[src/rtl/id_ex_pipe_reg.sv]
// ID/EX pipeline register with built-in load-use hazard detection and bubble insertion.
// Optional macro ID_EX_BUBBLE_COUNT_EN adds a saturating Bubble_Count output.
module id_ex_pipe_reg #(
    parameter int NrOfBits = 32
) (
    input  logic                Clock,
    input  logic                Reset,
    input  logic                Stall,
    input  logic                Flush,
    input  logic                In_Valid,
    input  logic [NrOfBits-1:0] In_Pc,
    input  logic [NrOfBits-1:0] In_Rs1Data,
    input  logic [NrOfBits-1:0] In_Rs2Data,
    input  logic [NrOfBits-1:0] In_Imm,
    input  logic [4:0]          In_Rs1,
    input  logic [4:0]          In_Rs2,
    input  logic [4:0]          In_Rd,
    input  logic                In_RegWrite,
    input  logic                In_MemRead,
    input  logic                In_MemWrite,
    input  logic                In_AluSrcB,
    input  logic [3:0]          In_AluOp,
    output logic                Out_Valid,
    output logic [NrOfBits-1:0] Out_Pc,
    output logic [NrOfBits-1:0] Out_Rs1Data,
    output logic [NrOfBits-1:0] Out_Rs2Data,
    output logic [NrOfBits-1:0] Out_Imm,
    output logic [4:0]          Out_Rs1,
    output logic [4:0]          Out_Rs2,
    output logic [4:0]          Out_Rd,
    output logic                Out_RegWrite,
    output logic                Out_MemRead,
    output logic                Out_MemWrite,
    output logic                Out_AluSrcB,
    output logic [3:0]          Out_AluOp,
`ifdef ID_EX_BUBBLE_COUNT_EN
    output logic                Hazard,
    output logic [31:0]         Bubble_Count
`else
    output logic                Hazard
`endif
);

    typedef struct packed {
        logic                valid;
        logic [NrOfBits-1:0] pc;
        logic [NrOfBits-1:0] rs1_data;
        logic [NrOfBits-1:0] rs2_data;
        logic [NrOfBits-1:0] imm;
        logic [4:0]          rs1;
        logic [4:0]          rs2;
        logic [4:0]          rd;
        logic                reg_write;
        logic                mem_read;
        logic                mem_write;
        logic                alu_src_b;
        logic [3:0]          alu_op;
    } stage_t;

    stage_t stage_d, stage_q;
    stage_t in_stage;
    logic   hazard;
    logic   load_bubble;

    // Valid semantics: Out_Valid qualifies every Out_* field; there is no ready,
    // back-pressure comes only through Stall (external) and Hazard (to IF/ID).
    always_comb begin
        in_stage = '{valid: In_Valid, pc: In_Pc, rs1_data: In_Rs1Data,
                     rs2_data: In_Rs2Data, imm: In_Imm, rs1: In_Rs1, rs2: In_Rs2,
                     rd: In_Rd, reg_write: In_RegWrite, mem_read: In_MemRead,
                     mem_write: In_MemWrite, alu_src_b: In_AluSrcB, alu_op: In_AluOp};

        hazard = !Stall && stage_q.valid && stage_q.mem_read && (stage_q.rd != 5'd0)
                 && In_Valid && ((stage_q.rd == In_Rs1) || (stage_q.rd == In_Rs2));

        stage_d     = stage_q;
        load_bubble = 1'b0;
        if (Flush) begin
            stage_d     = '0;
            load_bubble = 1'b1;
        end else if (Stall) begin
            stage_d = stage_q;
        end else if (hazard) begin
            stage_d     = '0;
            load_bubble = 1'b1;
        end else begin
            stage_d = in_stage;
        end
    end

    always_ff @(posedge Clock or negedge Reset) begin
        if (!Reset) begin
            stage_q <= '0;
        end else begin
            stage_q <= stage_d;
        end
    end

    assign Hazard       = hazard;
    assign Out_Valid    = stage_q.valid;
    assign Out_Pc       = stage_q.pc;
    assign Out_Rs1Data  = stage_q.rs1_data;
    assign Out_Rs2Data  = stage_q.rs2_data;
    assign Out_Imm      = stage_q.imm;
    assign Out_Rs1      = stage_q.rs1;
    assign Out_Rs2      = stage_q.rs2;
    assign Out_Rd       = stage_q.rd;
    assign Out_RegWrite = stage_q.reg_write;
    assign Out_MemRead  = stage_q.mem_read;
    assign Out_MemWrite = stage_q.mem_write;
    assign Out_AluSrcB  = stage_q.alu_src_b;
    assign Out_AluOp    = stage_q.alu_op;

`ifdef ID_EX_BUBBLE_COUNT_EN
    logic [31:0] bubble_count_d, bubble_count_q;

    // Saturating: holds at all-ones once reached.
    always_comb begin
        bubble_count_d = bubble_count_q;
        if (load_bubble && (bubble_count_q != 32'hFFFF_FFFF)) begin
            bubble_count_d = bubble_count_q + 32'd1;
        end
    end

    always_ff @(posedge Clock or negedge Reset) begin
        if (!Reset) begin
            bubble_count_q <= 32'd0;
        end else begin
            bubble_count_q <= bubble_count_d;
        end
    end

    assign Bubble_Count = bubble_count_q;
`else
    logic unused_load_bubble;
    assign unused_load_bubble = load_bubble;
`endif

endmodule

[config.mk]
export PLATFORM = sky130hd
export DESIGN_NAME = id_ex_pipe_reg
export DESIGN_NICKNAME = d
export VERILOG_FILES = /design/src/rtl/id_ex_pipe_reg.sv
export SDC_FILE = /design/constraint.sdc
export NUM_CORES = 1
export LEC_CHECK = 0
export ABC_AREA = 1
export ABC_CLOCK_PERIOD_IN_PS = 3000
export BUFFER_PORTS_ARGS = -buffer_cell sky130_fd_sc_hd__buf_2
export CAP_MARGIN = 20
export CORE_MARGIN = 3
export CORE_UTILIZATION = 52
export DETAILED_ROUTE_END_ITERATION = 10
export GPL_TIMING_DRIVEN = 0
export PLACE_DENSITY = 0.86
export SYNTH_ARGS = -nofsm -noshare
export SYNTH_HDL_FRONTEND = slang
export SYNTH_SLANG_ARGS = --single-unit
[constraint.sdc]
create_clock -name Clock -period 3 [get_ports Clock]
set_clock_uncertainty 0.1 [all_clocks]
set_input_delay 0.45 -clock Clock [delete_from_list [all_inputs] [get_ports Clock]]
set_output_delay 0.45 -clock Clock [all_outputs]
set_load 0.05 [all_outputs]
==> results of run 1 <==
[registers in the layout, indices dropped and copies added (netlist names), 4 cells and up]
signal / count
Out_Imm: 32
Out_Rs1Data: 32
Out_Rs2: 5
Out_Pc: 32
Out_Rs1: 5
Out_AluOp: 4
Out_Rd: 5
Out_Rs2Data: 32
[through the flow]
step,power [W],cell area (µm²),hold slack [ns],util [%],std cells
after floorplan,0.00290,7140,0.0544,-,1011
after global placement,0.00324,8900,0.357,66.7,1495
after detailed placement,0.00326,8930,0.359,66.9,1496
after CTS,0.00539,9530,0.209,71.4,1529
after global routing,0.00558,9530,0.226,71.4,1529
final,0.00537,9530,0.223,71.4,1529
[worst max-delay path, cell delays in order (launching register included)]
cell,delay [ns]
dfrtp_1,0.45
nor2_1,0.13
nor2_1,0.06
nor2_1,0.08
nand3_1,0.07
nand2_1,0.09
nand2_2,0.14
buf_6,0.20
buf_6,0.15
inv_1,0.05
buf_2,0.25
[cell usage in the layout (no fill, tap or decap)]
cell type	Yosys	layout
xnor2_1	2	2
bufinv_16	0	2
dfrtp_1	152	152
dlygate4sd3_1	0	1
clkinv_2	0	3
clkbuf_1	23	24
nor2_1	160	160
clkbuf_16	0	17
nor2_2	1	1
inv_1	159	159
nand3_1	2	2
clkinv_4	0	2
inv_2	3	3
buf_6	8	9
buf_16	0	1
nand4_1	2	2
nand2_2	1	1
or2_2	1	1
clkbuf_8	0	3
buf_2	18	325
clkinvlp_4	0	4
nand2_1	479	479
[cell type report]
cell class                 count  area [µm²]  share of cell area [%]
sequential                   152        3800                    39.9
multi-input combinational    648        2460                    25.8
timing repair buffer         310        1590                    16.6
inverter                     162         608                    6.38
clock buffer                  21         470                    4.93
buffer                        49         267                    2.80
tap                          176         220                    2.31
clock inverter                11         123                    1.29
[power by group]
part / leakage [nW] / switching [W] / internal, W / total (W)
Combinational: 4.07 / 0.000741 / 0.000253 / 0.000994
Clock: 0.281 / 0.000857 / 0.00129 / 0.00215
Sequential: 2.02 / 0.0000686 / 0.00216 / 0.00223
[worst min path at each step]
stage               depth (start not counted)           start               to
floorplan                                   0           Reset     Out_AluOp[0]
global placement                            2      Out_Pc[17]       Out_Pc[17]
detailed placement                          2      Out_Pc[23]       Out_Pc[23]
CTS                                         5      In_Imm[13]      Out_Imm[13]
global route                                5  In_Rs2Data[31]  Out_Rs2Data[31]
finish                                      5       In_Pc[15]       Out_Pc[15]
[layer usage]
| metal | wire, µm | up-vias | GRT usage (%) |
|---|---|---|---|
| met3 | 1970 | 43 | 8.92 |
| li1 | - | 3521 | - |
| met1 | 8110 | 3211 | 33.3 |
| met5 | 0 | - | 0 |
| met2 | 10300 | 289 | 46.9 |
| met4 | 486 | 0 | 9.69 |
[logic make-up (layout without fill, tap and decap cells)]
kind of cell  Yosys count  count (layout)  synth area share [%]
xor+xnor                2               2                 0.246
flops                 152             152                  53.3
simple gates          646             646                  34.2
buf+inv               211             553                  12.3
[timing repair]
action                                  CTS  global route
endpoints found under the setup margin    0             0
hold buffers                              1             0
endpoints found under the hold margin    53             0
buffers inserted                          0             0
==> impl_metrics.toml, run 1 <==
[outcome]
status = "complete, no violations"

[placement]
port_buffers = 308
dpl.hpwl_mm = 15.0
gp_congestion = 0.843
dp_slack_ns = 0.680

[floorplanning]
io_pins = 309
coreArea_um2 = 13300
chipWidth_um = 123
initial_core_util_pct = 53.5
num_rows = 42
die_area_um2 = 15200
die_h_um = 123

[logic_synthesis]
synth_top_cell_by_area = "dfrtp_1"
syn_nets = 1167
synth_area_leaders = "dfrtp_1 53%, nand2_1 25%, nor2_1 8.4%"
ys_warn_count = 0
synthTopCellsByCount = "479 x nand2_1, 160 x nor2_1, 159 x inv_1"
ys_types = 14
yosysSeqAreaShare_pct = 53.3
yosysMostFrequentCell = "nand2_1"
synth.cell_area_um2 = 7140
synth_top_area_share_pct = 53.3
synthFlopType = "dfrtp_1"
netlist_instances = 1011
syn_area_per_cell_um2 = 7.06
ys_async_sr_fraction_pct = 100
synth_edf_count = 0
synth-seq-cells = 152

[sta]
fin_crit_sh_pct = 87.8
worst_slack_ns = 0.365
maxSlewHeadroom_pct = 51.6
hold_viol = 0
setup_viol_count_final = 0
post-route-min-period_ns = 2.64
tightest_slew_ns = 0.726
fmax_mhz = 379
slew_violations = 0
rsz0062_at_grt = "no"
fin_tns_setup_ns = 0

[setup_path]
crit_start = "Out_Rd[0]"
crit_path_end_kind = "output pin"
worst_setup_path_endpoint = "Hazard"
startpoint_type = "flip-flop"
critPathRequiredTime_ns = 2.45
r2r-start = "Out_Rd[0]"
r2r_end = "Out_Rs2Data[4]"
reg2regPathDepth = 10
path_max_fanout = 10
critical_path_class = "reg -> out"
reg2reg_slack_ns = 1.18
crit_arrival_ns = 2.09

[global_routing]
gr-total-overflow = 0
grt_pass1_vias = 6743
grt_max_degree = 78
antenna_found_initial = 0
grt_pass1_wl_mm = 32.6
grtUsageTotal_pct = 27.7

[power_and_ir_drop]
power.leakage_nw = 6.37
vdd_drop_max_uv = 341
p_per_area_nw_per_um2 = 564

[detailed_routing]
routed_wl_mm = 20.9
antenna_left = 0
wl_per_cell_um = 13.7
vias = 7064
drtIter0Drc = 513
via_per_inst = 4.62
drc = 0
drt_pass1_iterations = 7

[clock_network]
cts_tree = "done"
cts_max_level = 4
insertion_delay_ns = 0.42
cts-buffers-inserted = 17
clk_pin_slew_ns = 0.06
cts-root-buf = "clkbuf_16"
cts_max_path_buffers = 2
clock-sinks = 152
cts-resized-gates = 0

[min_path]
hold_class = "in -> reg"

[cells_and_area]
drive_above_1_share_pct = 27.5
antenna_cells = 0
syn2layout_area_growth_pct = 33.6
n_fill_cell = 1070
nNetsFinal = 1496

[run]
drv_cap = 0
Note: power is estimated with default switching activity, not from simulation.
==> run 2: changes to the inputs <==
ABC_CLOCK_PERIOD_IN_PS = 2800   (was 3000)
CORE_UTILIZATION = 48   (was 52)
PLACE_DENSITY = 0.81   (was 0.86)
SKIP_CTS_REPAIR_TIMING = 1   (was default)
clock period = 2.8 ns   (was 3 ns; I/O delays follow)
==> run 2 against run 1 <==
Core utilization is 3.9 points lower. Sequential power is 7% higher. Design area is 0.64% higher. Routed wire length is 0.44% higher. Largest cell class unchanged. Global-route usage is 2.2 points lower. Final cell count is 0.26% higher. Critical path type unchanged. Power is 11% higher.
==> impl_metrics.toml, run 2 (synthesis gave the netlist of run 1 again) <==
[detailed_routing]
antenna_left = 0
vias = 7052
drt_pass1_iterations = 5
wl_per_cell_um = 13.7
drc = 0
via_per_inst = 4.60
drtIter0Drc = 369
routed_wl_mm = 21.0

[sta]
post-route-min-period_ns = 2.60
fmax_mhz = 385
maxSlewHeadroom_pct = 52.1
tightest_slew_ns = 0.719
rsz0062_at_grt = "no"
hold_viol = 0
slew_violations = 0
fin_crit_sh_pct = 92.8
setup_viol_count_final = 0

[clock_network]
insertion_delay_ns = 0.41
cts_tree = "done"
cts-root-buf = "clkbuf_16"
cts_max_level = 4
clk_pin_slew_ns = 0.07
cts-buffers-inserted = 17
cts_max_path_buffers = 2
clock-sinks = 152

[floorplanning]
num_rows = 43
io_pins = 309
chipWidth_um = 128
coreArea_um2 = 14200
die_area_um2 = 16400
initial_core_util_pct = 50.2
die_h_um = 128

[global_routing]
grt_pass1_vias = 6708
grtUsageTotal_pct = 25.5
grt_max_degree = 78
antenna_found_initial = 0
gr-total-overflow = 0
grt_pass1_wl_mm = 33.1

[setup_path]
cpMaxStageDelayCell = "dfrtp_1"
crit_family = "buffers and inverters"
crit_top_cell = "nand2_1"
path_max_fanout = 10
startpoint_type = "flip-flop"
path_cells = "inv_1 > nand2_1 > nand2_1 > nor2_1 > nand3_1 > nand2_1 > nand2_2 > buf_6 > buf_6 > inv_1 > buf_2"
crit_buf_inv = 5
crit_path_end_kind = "output pin"
slowest_delay_ns = 0.44
crit_arrival_ns = 2.08
critical_path_class = "reg -> out"
critPathRequiredTime_ns = 2.28

[cells_and_area]
final_util_pct = 67.6
antenna_cells = 0
syn2layout_area_growth_pct = 34.5
nNetsFinal = 1496
layout_common_cells = "479 x nand2_1, 325 x buf_2, 160 x nor2_1"
n_fill_cell = 1230
drive_above_1_share_pct = 27.6
mostFrequentLayoutCell = "nand2_1"

[placement]
dpl.hpwl_mm = 15.5
gp_congestion = 0.846
port_buffers = 308

[run]
drv_cap = 0

[power_and_ir_drop]
intPower_w = 0.00418
clkPwrFrac_pct = 42.1
vdd_drop_max_uv = 369
seqPwrFrac_pct = 40.1
p_per_area_nw_per_um2 = 622
sw_frac_of_total_pct = 30.0
p_switching_w = 0.00179
p_total_w = 0.00597
comb_power_share_pct = 17.8
power.leakage_nw = 6.41

[min_path]
hold_class = "in -> reg"

[outcome]
status = "complete, no violations"
run 2: cell count changes in the layout (fill, tap and decap cells not counted), sizes merged:
cell	before	now
clkinvlp	4	2
inv	162	164
clkinv	5	6
clkbuf	44	40
bufinv	2	5
run 2: per-stage QoR:
| stage | std cells | hold slack, ns | cell area, µm² | TNS [ns] | setup WS, ns |
|---|---|---|---|---|---|
| final | 1533 | 0.195 | 9600 | 0 | 0.202 |
| after CTS | 1532 | -0.0608 | 9590 | 0 | 0.155 |
| after global routing | 1533 | 0.195 | 9600 | 0 | 0.0478 |
| after detailed placement | 1500 | 0.360 | 8940 | 0 | 0.519 |
| after floorplan | 1011 | 0.0244 | 7140 | 0 | 0.509 |
| after global placement | 1499 | 0.357 | 8900 | -160.11 | -1.06 |
run 2: layout make-up:
cell class,instances,area [µm²],area share [%]
plain buffers,49,267,2.78
well taps,180,225,2.35
flip-flops and latches,152,3800,39.6
repair buffers,310,1590,16.5
clock inverters,15,224,2.33
inverters,162,608,6.34
clock buffers,17,425,4.43
multi-input cells,648,2460,25.6
run 2: path summary, 6_finish.rpt:
| check | startpoint | to | slack [ns] | cells after the start |
|---|---|---|---|---|
| min reg2reg | Out_Pc[18] | Out_Pc[18] | 0.37 | 2 |
| max | Out_Rd[3] | Hazard | 0.20 | 11 |
| max reg2reg | Out_Rd[0] | Out_Rs2Data[2] | 1.08 | 10 |
| max in group asynchronous | Reset | Out_Rs1Data[3] | 1.24 | 3 |
| min | In_Imm[6] | Out_Imm[6] | 0.19 | 5 |
| min in group asynchronous | Reset | Out_Pc[23] | 0.54 | 2 |
run 2: power groups by stage:
stage                     clock network [W]  logic (W)  registers (W)
after floorplan                           0   0.000249        0.00286
after global placement                    0    0.00105        0.00243
after detailed placement                  0    0.00107        0.00243
after CTS                           0.00255    0.00107        0.00239
after global routing                0.00265    0.00115        0.00241
final                               0.00251    0.00106        0.00239
run 2: worst register-to-register path, stage by stage (launching register included):
cell	delay [ns]
dfrtp_1	0.45
nand2_1	0.09
inv_1	0.04
nor2_1	0.09
nor2_1	0.05
nand3_1	0.06
nand2_1	0.07
nand2_2	0.17
clkbuf_1	0.37
nand2_1	0.12
nand2_1	0.07
run 2: per-layer routing:
metal	up-vias	part of all wire (%)	track usage, %
met4	0	2.6	10.2
met2	300	49	43.1
met1	3196	39	30.3
met5	-	0	0
met3	40	9.3	8.13
li1	3516	-	-
==> run 3: changes to the inputs <==
PLACE_DENSITY = 0.78   (was 0.81)
==> run 3 against run 2 <==
First-iteration DRC count grew 3.3%. Sequential cell count stayed put. Critical path depth did not move. Die area stayed put. Critical path type unchanged. Final cell count about the same. Global-route usage decreased by 0.11 points. Clock power is 5% lower. Highest routed layer is now met5. Largest cell class unchanged. Sequential share of layout area grew 0.14 points. Combinational power is essentially flat. Count of clock-buffer cells in the layout increased by 3. Routed wire length about the same.
==> impl_metrics.toml, run 3 (synthesis gave the netlist of run 1 again) <==
[global_routing]
grt_max_degree = 86
grt_pass1_wl_mm = 32.9
grt_pass1_vias = 6606
grtUsageTotal_pct = 25.4
gr-total-overflow = 0
antenna_found_initial = 1

[cells_and_area]
n_fill_cell = 1250
drive_above_1_share_pct = 27.5
antenna_cells = 0
syn2layout_area_growth_pct = 34.0
mostFrequentLayoutCell = "nand2_1"
layout_common_cells = "479 x nand2_1, 324 x buf_2, 160 x nor2_1"
nNetsFinal = 1496

[clock_network]
clk_pin_slew_ns = 0.06
cts-buffers-inserted = 17
cts_tree = "done"
insertion_delay_ns = 0.42
cts_max_level = 4
cts-root-buf = "clkbuf_16"
clock-sinks = 152
cts_max_path_buffers = 2

[setup_path]
crit_buf_inv = 5
critPathRequiredTime_ns = 2.28
crit_arrival_ns = 2.09
crit_family = "buffers and inverters"
path_cells = "inv_1 > nand2_1 > nand2_1 > nor2_1 > nand3_1 > nand2_1 > nand2_2 > buf_6 > buf_6 > inv_1 > clkbuf_4"
startpoint_type = "flip-flop"
cpMaxStageDelayCell = "dfrtp_1"
path_max_fanout = 10
crit_top_cell = "nand2_1"
slowest_delay_ns = 0.45
critical_path_class = "reg -> out"
crit_path_end_kind = "output pin"

[detailed_routing]
via_per_inst = 4.54
vias = 6954
wl_per_cell_um = 13.7
drc = 0
drt_pass1_iterations = 5
drtIter0Drc = 381
routed_wl_mm = 21.0
antenna_left = 0

[sta]
fin_tns_setup_ns = 0
maxSlewHeadroom_pct = 57.1
fmax_mhz = 383
tightest_slew_ns = 0.643
slew_violations = 0
hold_viol = 0
rsz0062_at_grt = "no"
setup_viol_count_final = 0
post-route-min-period_ns = 2.61
fin_crit_sh_pct = 93.1
worst_slack_ns = 0.192

[power_and_ir_drop]
power.leakage_nw = 6.39
vdd_drop_max_uv = 364
p_per_area_nw_per_um2 = 611

[floorplanning]
die_h_um = 128
coreArea_um2 = 14200
num_rows = 43
die_area_um2 = 16400
initial_core_util_pct = 50.2
io_pins = 309
chipWidth_um = 128

[min_path]
hold_class = "in -> reg"

[placement]
gp_congestion = 0.853
port_buffers = 308
dpl.hpwl_mm = 15.4
dp_slack_ns = 0.525

[outcome]
status = "complete, no violations"

[run]
drv_cap = 0
-- run 3: cell types whose count changed in the layout (fill, tap and decap cells not counted), sizes merged --
cell    before  now
buf        335  334
bufinv       5    3
clkbuf      40   44
clkinv       6    5
inv        164  163
-- run 3: routing by layer --
layer | share of wire, % | global-route usage [%]
met5 | 0.095 | 0
met4 | 1.3 | 6.30
met3 | 9.4 | 8.67
met2 | 49 | 43.7
met1 | 40 | 30.8
-- run 3: worst paths after layout --
check	start	to	slack (ns)	cells past startpoint
max	Out_Rd[0]	Hazard	0.19	11
max reg2reg	Out_Rd[0]	Out_Rs2Data[5]	1.05	10
min	In_Rs1Data[1]	Out_Rs1Data[1]	0.19	5
max in group asynchronous	Reset	Out_Rs1Data[16]	1.31	3
min in group asynchronous	Reset	Out_Pc[23]	0.45	2
min reg2reg	Out_Rs2[2]	Out_Rs2[2]	0.37	2
-- run 3: metrics by stage --
| step | power, W | util, % | cell area (µm²) | hold slack (ns) | cells |
|---|---|---|---|---|---|
| finish | 0.00585 | 67.3 | 9560 | 0.193 | 1532 |
| global route | 0.00607 | 67.3 | 9560 | 0.193 | 1532 |
| CTS | 0.00588 | 67.2 | 9550 | -0.0960 | 1531 |
| detailed placement | 0.00349 | 62.9 | 8940 | 0.359 | 1500 |
| global placement | 0.00348 | 62.7 | 8900 | 0.357 | 1499 |
| floorplan | 0.00311 | - | 7140 | 0.0244 | 1011 |
-- run 3: layout make-up --
| cell class | instances | area (µm²) | area share (%) |
|---|---|---|---|
| buffer | 49 | 267 | 2.79 |
| multi-input combinational | 648 | 2460 | 25.7 |
| clock inverter | 11 | 146 | 1.53 |
| tap | 180 | 225 | 2.36 |
| inverter | 162 | 608 | 6.36 |
| clock buffer | 20 | 467 | 4.88 |
| timing repair buffer | 310 | 1590 | 16.6 |
| sequential | 152 | 3800 | 39.8 |
-- run 3: worst reg2reg max path: cells and delay by family, from the launching register on --
| family | cells | cell delay [ns] |
|---|---|---|
| and+or+nand+nor | 8 | 0.72 |
| DFF | 1 | 0.45 |
| buffers and inverters | 2 | 0.42 |
-- run 3: report_power, final --
group          switching [W]  internal [W]  leakage [nW]
registers          0.0000740       0.00232          2.02
clock network       0.000923       0.00147         0.298
logic               0.000789      0.000271          4.07
